<file path="src/rtl/aes192_pkg.sv">
// Shared AES-192 constants, word/round-key types, key-expansion FSM states
// and the RotWord helper.
package aes192_pkg;
    localparam int NK     = 6;
    localparam int NR     = 12;
    localparam int NWORDS = 52;

    typedef logic [31:0]  word_t;
    typedef logic [127:0] rkey_t;

    typedef enum logic [1:0] {IDLE, RUN, DONE} state_t;

    function automatic word_t rot_word(input word_t w);
        return {w[23:0], w[31:24]};
    endfunction
endpackage

</file>
<file path="src/rtl/key_expand192_seq_sub_word.sv">
// SubWord: four combinational AES S-boxes, computed as GF(2^8) inverse
// followed by the affine transform.
module sub_word (
    input  logic [31:0] i_word,
    output logic [31:0] o_word
);
    function automatic logic [7:0] gf_mul(input logic [7:0] a, input logic [7:0] b);
        logic [7:0] p;
        logic [7:0] aa;
        p  = 8'h00;
        aa = a;
        for (int k = 0; k < 8; k++) begin
            if (b[k]) p = p ^ aa;
            aa = {aa[6:0], 1'b0} ^ (aa[7] ? 8'h1b : 8'h00);
        end
        return p;
    endfunction

    // x^254 is the multiplicative inverse (and maps 0 to 0)
    function automatic logic [7:0] sbox(input logic [7:0] x);
        logic [7:0] r;
        logic [7:0] b;
        r = x;
        for (int k = 0; k < 6; k++) r = gf_mul(gf_mul(r, r), x);
        b = gf_mul(r, r);
        return b ^ {b[6:0], b[7]} ^ {b[5:0], b[7:6]} ^ {b[4:0], b[7:5]}
                 ^ {b[3:0], b[7:4]} ^ 8'h63;
    endfunction

    for (genvar g = 0; g < 4; g++) begin : g_sbox
        assign o_word[8*g +: 8] = sbox(i_word[8*g +: 8]);
    end
endmodule

</file>
<file path="src/rtl/rcon.sv">
// AES round constant lookup: sel 1..10 gives rcon in the top byte, else zero.
module rcon (
    input  logic [3:0]  sel,
    output logic [31:0] outs
);
    logic [7:0] w_byte;

    always_comb begin
        w_byte = 8'h00;
        case (sel)
            4'd1:    w_byte = 8'h01;
            4'd2:    w_byte = 8'h02;
            4'd3:    w_byte = 8'h04;
            4'd4:    w_byte = 8'h08;
            4'd5:    w_byte = 8'h10;
            4'd6:    w_byte = 8'h20;
            4'd7:    w_byte = 8'h40;
            4'd8:    w_byte = 8'h80;
            4'd9:    w_byte = 8'h1b;
            4'd10:   w_byte = 8'h36;
            default: w_byte = 8'h00;
        endcase
    end

    assign outs = {w_byte, 24'h000000};
endmodule

</file>
<file path="src/rtl/key_expand192_seq.sv">
// Sequential AES-192 key expansion: one schedule word per cycle, packed into
// 13 round keys on a valid/ready stream.
//
// state | meaning
// IDLE  | waiting for start; window loaded from key on accept
// RUN   | generating w0..w51 and streaming rk0..rk12
// DONE  | one-cycle done pulse after rk12 is accepted
module key_expand192_seq
    import aes192_pkg::*;
(
    input  logic         clk,
    input  logic         rst_n,
    input  logic         start,
    input  logic [191:0] key,
    output logic         busy,
    output logic         rk_valid,
    input  logic         rk_ready,
    output logic [3:0]   rk_idx,
    output logic [127:0] rk,
    output logic         done
);
    state_t     r_state, w_state_nxt;
    word_t      r_win [NK];
    word_t      r_acc [3];
    logic [2:0] r_phase;
    logic [3:0] r_grp;
    logic [5:0] r_idx;
    logic [1:0] r_pos;
    logic [3:0] r_rk_cnt;
    rkey_t      r_rk;
    logic [3:0] r_rk_idx;
    logic       r_rk_valid;

    logic       w_gen_done, w_stall, w_adv, w_boundary;
    logic [3:0] w_sel;
    word_t      w_rot, w_sub, w_rcon, w_temp, w_key_word, w_new;

    assign w_gen_done = (r_idx == 6'(NWORDS));
    assign w_stall    = r_rk_valid && !rk_ready;
    assign w_adv      = (r_state == RUN) && !w_gen_done && !w_stall;
    assign w_boundary = (r_phase == 3'd0) && (r_grp != 4'd0);
    assign w_sel      = w_boundary ? r_grp : 4'd0;
    assign w_rot      = rot_word(r_win[NK-1]);

    sub_word u_sub_word (.i_word(w_rot), .o_word(w_sub));
    rcon     u_rcon     (.sel(w_sel), .outs(w_rcon));

    assign w_temp = w_boundary ? (w_sub ^ w_rcon) : r_win[NK-1];

    // group 0 replays the loaded key words without shifting the window
    always_comb begin
        w_key_word = r_win[0];
        case (r_phase)
            3'd1:    w_key_word = r_win[1];
            3'd2:    w_key_word = r_win[2];
            3'd3:    w_key_word = r_win[3];
            3'd4:    w_key_word = r_win[4];
            3'd5:    w_key_word = r_win[5];
            default: w_key_word = r_win[0];
        endcase
    end

    assign w_new = (r_grp == 4'd0) ? w_key_word : (r_win[0] ^ w_temp);

    always_ff @(posedge clk or negedge rst_n) begin
        if (!rst_n) r_state <= IDLE;
        else        r_state <= w_state_nxt;
    end

    always_comb begin
        w_state_nxt = r_state;
        case (r_state)
            IDLE:    if (start) w_state_nxt = RUN;
            RUN:     if (w_gen_done && r_rk_valid && rk_ready) w_state_nxt = DONE;
            DONE:    w_state_nxt = IDLE;
            default: w_state_nxt = IDLE;
        endcase
    end

    always_ff @(posedge clk or negedge rst_n) begin
        if (!rst_n) begin
            for (int k = 0; k < NK; k++) r_win[k] <= '0;
            for (int k = 0; k < 3; k++)  r_acc[k] <= '0;
            r_phase    <= '0;
            r_grp      <= '0;
            r_idx      <= '0;
            r_pos      <= '0;
            r_rk_cnt   <= '0;
            r_rk       <= '0;
            r_rk_idx   <= '0;
            r_rk_valid <= 1'b0;
        end else begin
            if (r_state == IDLE && start) begin
                for (int k = 0; k < NK; k++) r_win[k] <= key[191 - 32*k -: 32];
                r_phase  <= '0;
                r_grp    <= '0;
                r_idx    <= '0;
                r_pos    <= '0;
                r_rk_cnt <= '0;
            end else if (w_adv) begin
                r_idx   <= r_idx + 6'd1;
                r_phase <= (r_phase == 3'd5) ? 3'd0 : r_phase + 3'd1;
                if (r_phase == 3'd5) r_grp <= r_grp + 4'd1;
                if (r_grp != 4'd0) begin
                    for (int k = 0; k < NK-1; k++) r_win[k] <= r_win[k+1];
                    r_win[NK-1] <= w_new;
                end
                r_pos <= r_pos + 2'd1;
                case (r_pos)
                    2'd0: r_acc[0] <= w_new;
                    2'd1: r_acc[1] <= w_new;
                    2'd2: r_acc[2] <= w_new;
                    default: begin
                        r_rk     <= {r_acc[0], r_acc[1], r_acc[2], w_new};
                        r_rk_idx <= r_rk_cnt;
                        r_rk_cnt <= r_rk_cnt + 4'd1;
                    end
                endcase
            end

            if (w_adv && r_pos == 2'd3) r_rk_valid <= 1'b1;
            else if (r_rk_valid && rk_ready) r_rk_valid <= 1'b0;
        end
    end

    assign busy     = (r_state == RUN);
    assign done     = (r_state == DONE);
    assign rk_valid = r_rk_valid;
    assign rk_idx   = r_rk_idx;
    assign rk       = r_rk;
endmodule

</file>
<file path="config.mk">
export PLATFORM = sky130hd
export DESIGN_NAME = key_expand192_seq
export DESIGN_NICKNAME = d
export VERILOG_FILES = /design/src/rtl/aes192_pkg.sv /design/src/rtl/key_expand192_seq_sub_word.sv /design/src/rtl/rcon.sv /design/src/rtl/key_expand192_seq.sv
export SDC_FILE = /design/constraint.sdc
export NUM_CORES = 2
export LEC_CHECK = 0
export BUFFER_PORTS_ARGS = -buffer_cell sky130_fd_sc_hd__buf_2
export CORE_MARGIN = 10
export CORE_UTILIZATION = 58
export CTS_CLUSTER_DIAMETER = 30
export DETAILED_ROUTE_END_ITERATION = 6
export PLACE_DENSITY_LB_ADDON = 0.1
export SETUP_SLACK_MARGIN = 0.3
export SLEW_MARGIN = 15
export SYNTH_ARGS = -nofsm -noshare
export SYNTH_HDL_FRONTEND = slang
export SYNTH_SLANG_ARGS = --single-unit
</file>
<file path="constraint.sdc">
create_clock -name clk -period 24.2 [get_ports clk]
set_clock_uncertainty 0.05 [all_clocks]
set_input_delay 4.84 -clock clk [delete_from_list [all_inputs] [get_ports clk]]
set_output_delay 4.84 -clock clk [all_outputs]
set_load 0.01 [all_outputs]
</file>
==> metrics.md <==
| Metric | Value |
|---|---|
| Die area | `145000 µm²` |
| Fraction of registers with async set/reset | `100%` |
| Top cell type's share of synthesized area | `15.4%` |
| Die X | `381 µm` |
| Area leader, netlist | `xnor2_1` |
| Via density | `approximately 6.3` |
| Num CTS Buffers | `93` |
| Tcrit/Tclk final | `94.7%` |
| Commonest register cell after synthesis | `dfrtp_1` |
| GRT overflow | `0` |
| Synth cell types | `approximately 120` |
| Most frequent cells after synthesis | `1874 x nand2_1, 1329 x xnor2_1, 867 x nor2_1` |
| Reg-to-Reg End | `r_acc[93]$_DFFE_PN0P_` |
| Worst path slowest cell | `xnor2_2` |
| Dpl hpwl | `199 mm` |
| Post-Syn Nets | `between 9000 and 10000` |
| Post-route ant nets | `0` |
| Crit Path Max Fanout | `26` |
| Worst reg2reg path depth | `74` |
| CTS tree | `done` |
| Yosys warns | `0` |
| Fillers | `11100` |
| Min-delay src | `r_acc[36]$_DFFE_PN0P_` |
| Worst endpoint data arrival time | `23.48 ns` |
| Tot GR Track Use | `35.5%` |
| Hold buffer count at cts | `0` |
| Status | `finished with violations` |
| Die extent in y | `381 µm` |
| # setup viols final | `0` |
| Worst hold stages | `2` |
| Clock latency on the worst-skew pair | `0.75 ns` |
| Hold WS | `0.405 ns` |
| Register Area | `11100 µm²` |
| Syn avg cell area | `8.03 µm²` |
| Vias | `72200` |
| Max_slew headroom | `~18%` |
| Maximum clock insertion buffer count | `3` |
| Final Hold Vio Count | `0` |
| Yosys reg bits | `442` |
| Initial antenna violation count | `29` |
| Clock Root Buffer | `clkbuf_16` |
| Largest net degree at the start of global routing | `~150` |
| Avg WL per Cell | `24.0 µm` |
| CP Class | `register to register` |
| Number of synthesized flops with an enable pin | `0` |
| R2R setup slack | `about 1.3 ns` |
| WP buf/inv | `9` |
| Row count | `~130` |
| IO Count | `331` |
| Routability cong. | `0.994` |
| Worst hold path class | `register to register` |
| RSZ-0062 raised after global routing | `false` |
| Vias in the first global route | `67000` |
| Ranking of synthesized cells by area | `xnor2_1 15%, dfrtp_1 15%, xnor3_1 13%` |
| R2r startpoint | `r_win[17]$_DFFE_PN0P_` |
| DR iter-0 viols | `8442` |
| Worst-Margin Slew | `1.23 ns` |
| Port Buffers | `330` |
| Layout net count | `9841` |
| Cell area after synthesis | `about 76000 µm²` |
| WP data required | `24.75 ns` |
| DRC viols | `6` |
| Multi-input logic area | `62000 µm²` |
| Critical Path End Type | `register` |
| Most numerous cell in the Yosys netlist | `nand2_1` |
| Failing checks | `design-rule violations` |
| Initial Util | `roughly three fifths` |
| CP max stage delay | `between 0.6 and 0.7 ns` |
| Max-cap viol count | `0` |
| Worst-path clk slew | `0.06 ns` |
| Cells after Synth | `9428` |
| Worst Hold End | `rk[68]$_DFFE_PN0P_` |
| Final Max Tran Viols | `0` |
| 1st-pass router iterations | `7` |
| Minimum clock period | `~23 ns` |
| Core box area | `130000 µm²` |
| Routed WL | `274 mm` |
| First-pass GRT wire length | `413 mm` |
| CTS H-tree depth | `3` |
| Critical path startpoint category | `register` |
| Most used cell, CP | `xnor3_1` |
| Area added between synthesis and finish | `11.5%` |
| Part of the Yosys area used for sequential elements | `14.6%` |
| Setup TNS | `0 ns` |
| Layout cells sized above 1 | `14.4%` |
| CP delay by family, top | `XOR/XNOR gates` |
| Fmax | `43.6 MHz` |
| Clock Sink Count | `442` |
[placed cells by master (no fill, tap or decap), drive strengths merged, types with 37 or more instances in the layout]
master  instances
nand2        1874
xnor2        1400
nor2          870
buf           780
xor2          561
xnor3         450
dfrtp         442
o21ai         425
a21oi         331
mux2i         259
a31oi         178
nand3         146
inv           145
nor3          138
a22oi         118
clkbuf        115
o211ai         94
xor3           91
nand2b         78
nor2b          73
and2           63
a221oi         62
mux2           58
and3           52
o22ai          50
a222oi         47
o31ai          46
a211oi         43
ha             43
or3            39
o221ai         37
[kinds of logic (layout without fill, tap and decap cells)]
logic type      count (synthesis)  after routing  share of synthesized area [%]
simple gates                 3500           3500                           19.7
flops                         442            442                           14.6
compound gates               1773           1773                           15.9
buf+inv                       847           1099                           4.74
xor+xnor                     2502           2502                           40.0
other cells                     0              5                              0
mux                           321            321                           4.42
fa+ha+maj                      43             43                          0.711
[per-layer routing]
metal  up-vias  track usage, %  routed length, µm
met3       570            9.55              34400
li1      32700               -                  -
met2      4054            51.4             115000
met5         -               0                254
met1     34800            50.3             114000
met4        42            12.8              10800
[registers in the layout, indices dropped and copies added, names as in the netlist, 3 cells and up]
signal and cells:
r_win 192, r_phase 3, r_idx 6, rk 128, r_grp 4, r_acc 96
rk_idx 4, r_rk_cnt 4
[worst register-to-register path: cells and delay by family, from the launching register on]
family	cells	cell delay [ns]
AOI/OAI and AO/OA	18	5.00
xor gates and xnor gates	37	13.14
adders and majority gates	3	1.17
buffers and inverters	9	1.81
DFF	1	0.58
and+or+nand+nor	7	1.12
[how the worst max path moves through the flow]
stage	start	to	slack, ns	cells past startpoint
6_report	r_win[17]$_DFFE_PN0P_	r_acc[93]$_DFFE_PN0P_	1.27	74
5_1_grt	r_win[19]$_DFFE_PN0P_	r_acc[31]$_DFFE_PN0P_	0.27	80
4_1_cts	r_win[7]$_DFFE_PN0P_	r_acc[15]$_DFFE_PN0P_	0.33	75
3_5_place_dp	r_win[3]$_DFFE_PN0P_	r_acc[15]$_DFFE_PN0P_	-0.20	73
3_3_place_gp	r_win[7]$_DFFE_PN0P_	r_acc[15]$_DFFE_PN0P_	0.22	74
2_1_floorplan	r_win[16]$_DFFE_PN0P_	r_acc[31]$_DFFE_PN0P_	1.43	94
[layout make-up]
cell class	instances	share of cell area, %
Tap cell	1742	2.58
Timing Repair Buffer	780	6.08
Multi-Input combinational cell	8139	73.5
Antenna cell	5	0.0148
Clock buffer	115	3.02
Sequential cell	442	13.2
Inverter	146	0.667
Clock inverter	58	0.944
[timing repair]
action	4_1_cts	5_1_grt
pin swaps	1	14
endpoints found under the setup margin	42	160
endpoints found under the hold margin	0	0
buffers inserted	0	35
resized for setup	22	150
[metrics by stage]
| step | utilization [%] | setup slack, ns | cell area, µm² | cells |
|---|---|---|---|---|
| after global routing | 65.1 | 0.274 | 84400 | 11400 |
| final | 65.1 | 1.27 | 84400 | 11400 |
| after global placement | 61.5 | 0.223 | 79800 | 11200 |
| after floorplan | - | 1.43 | 75700 | 9428 |
| after CTS | 64.2 | 0.327 | 83200 | 11400 |
| after detailed placement | 61.5 | -0.204 | 79800 | 11200 |
Power is not shown: default switching activity piles up to over one toggle a cycle in this logic, so the estimate is an artifact.
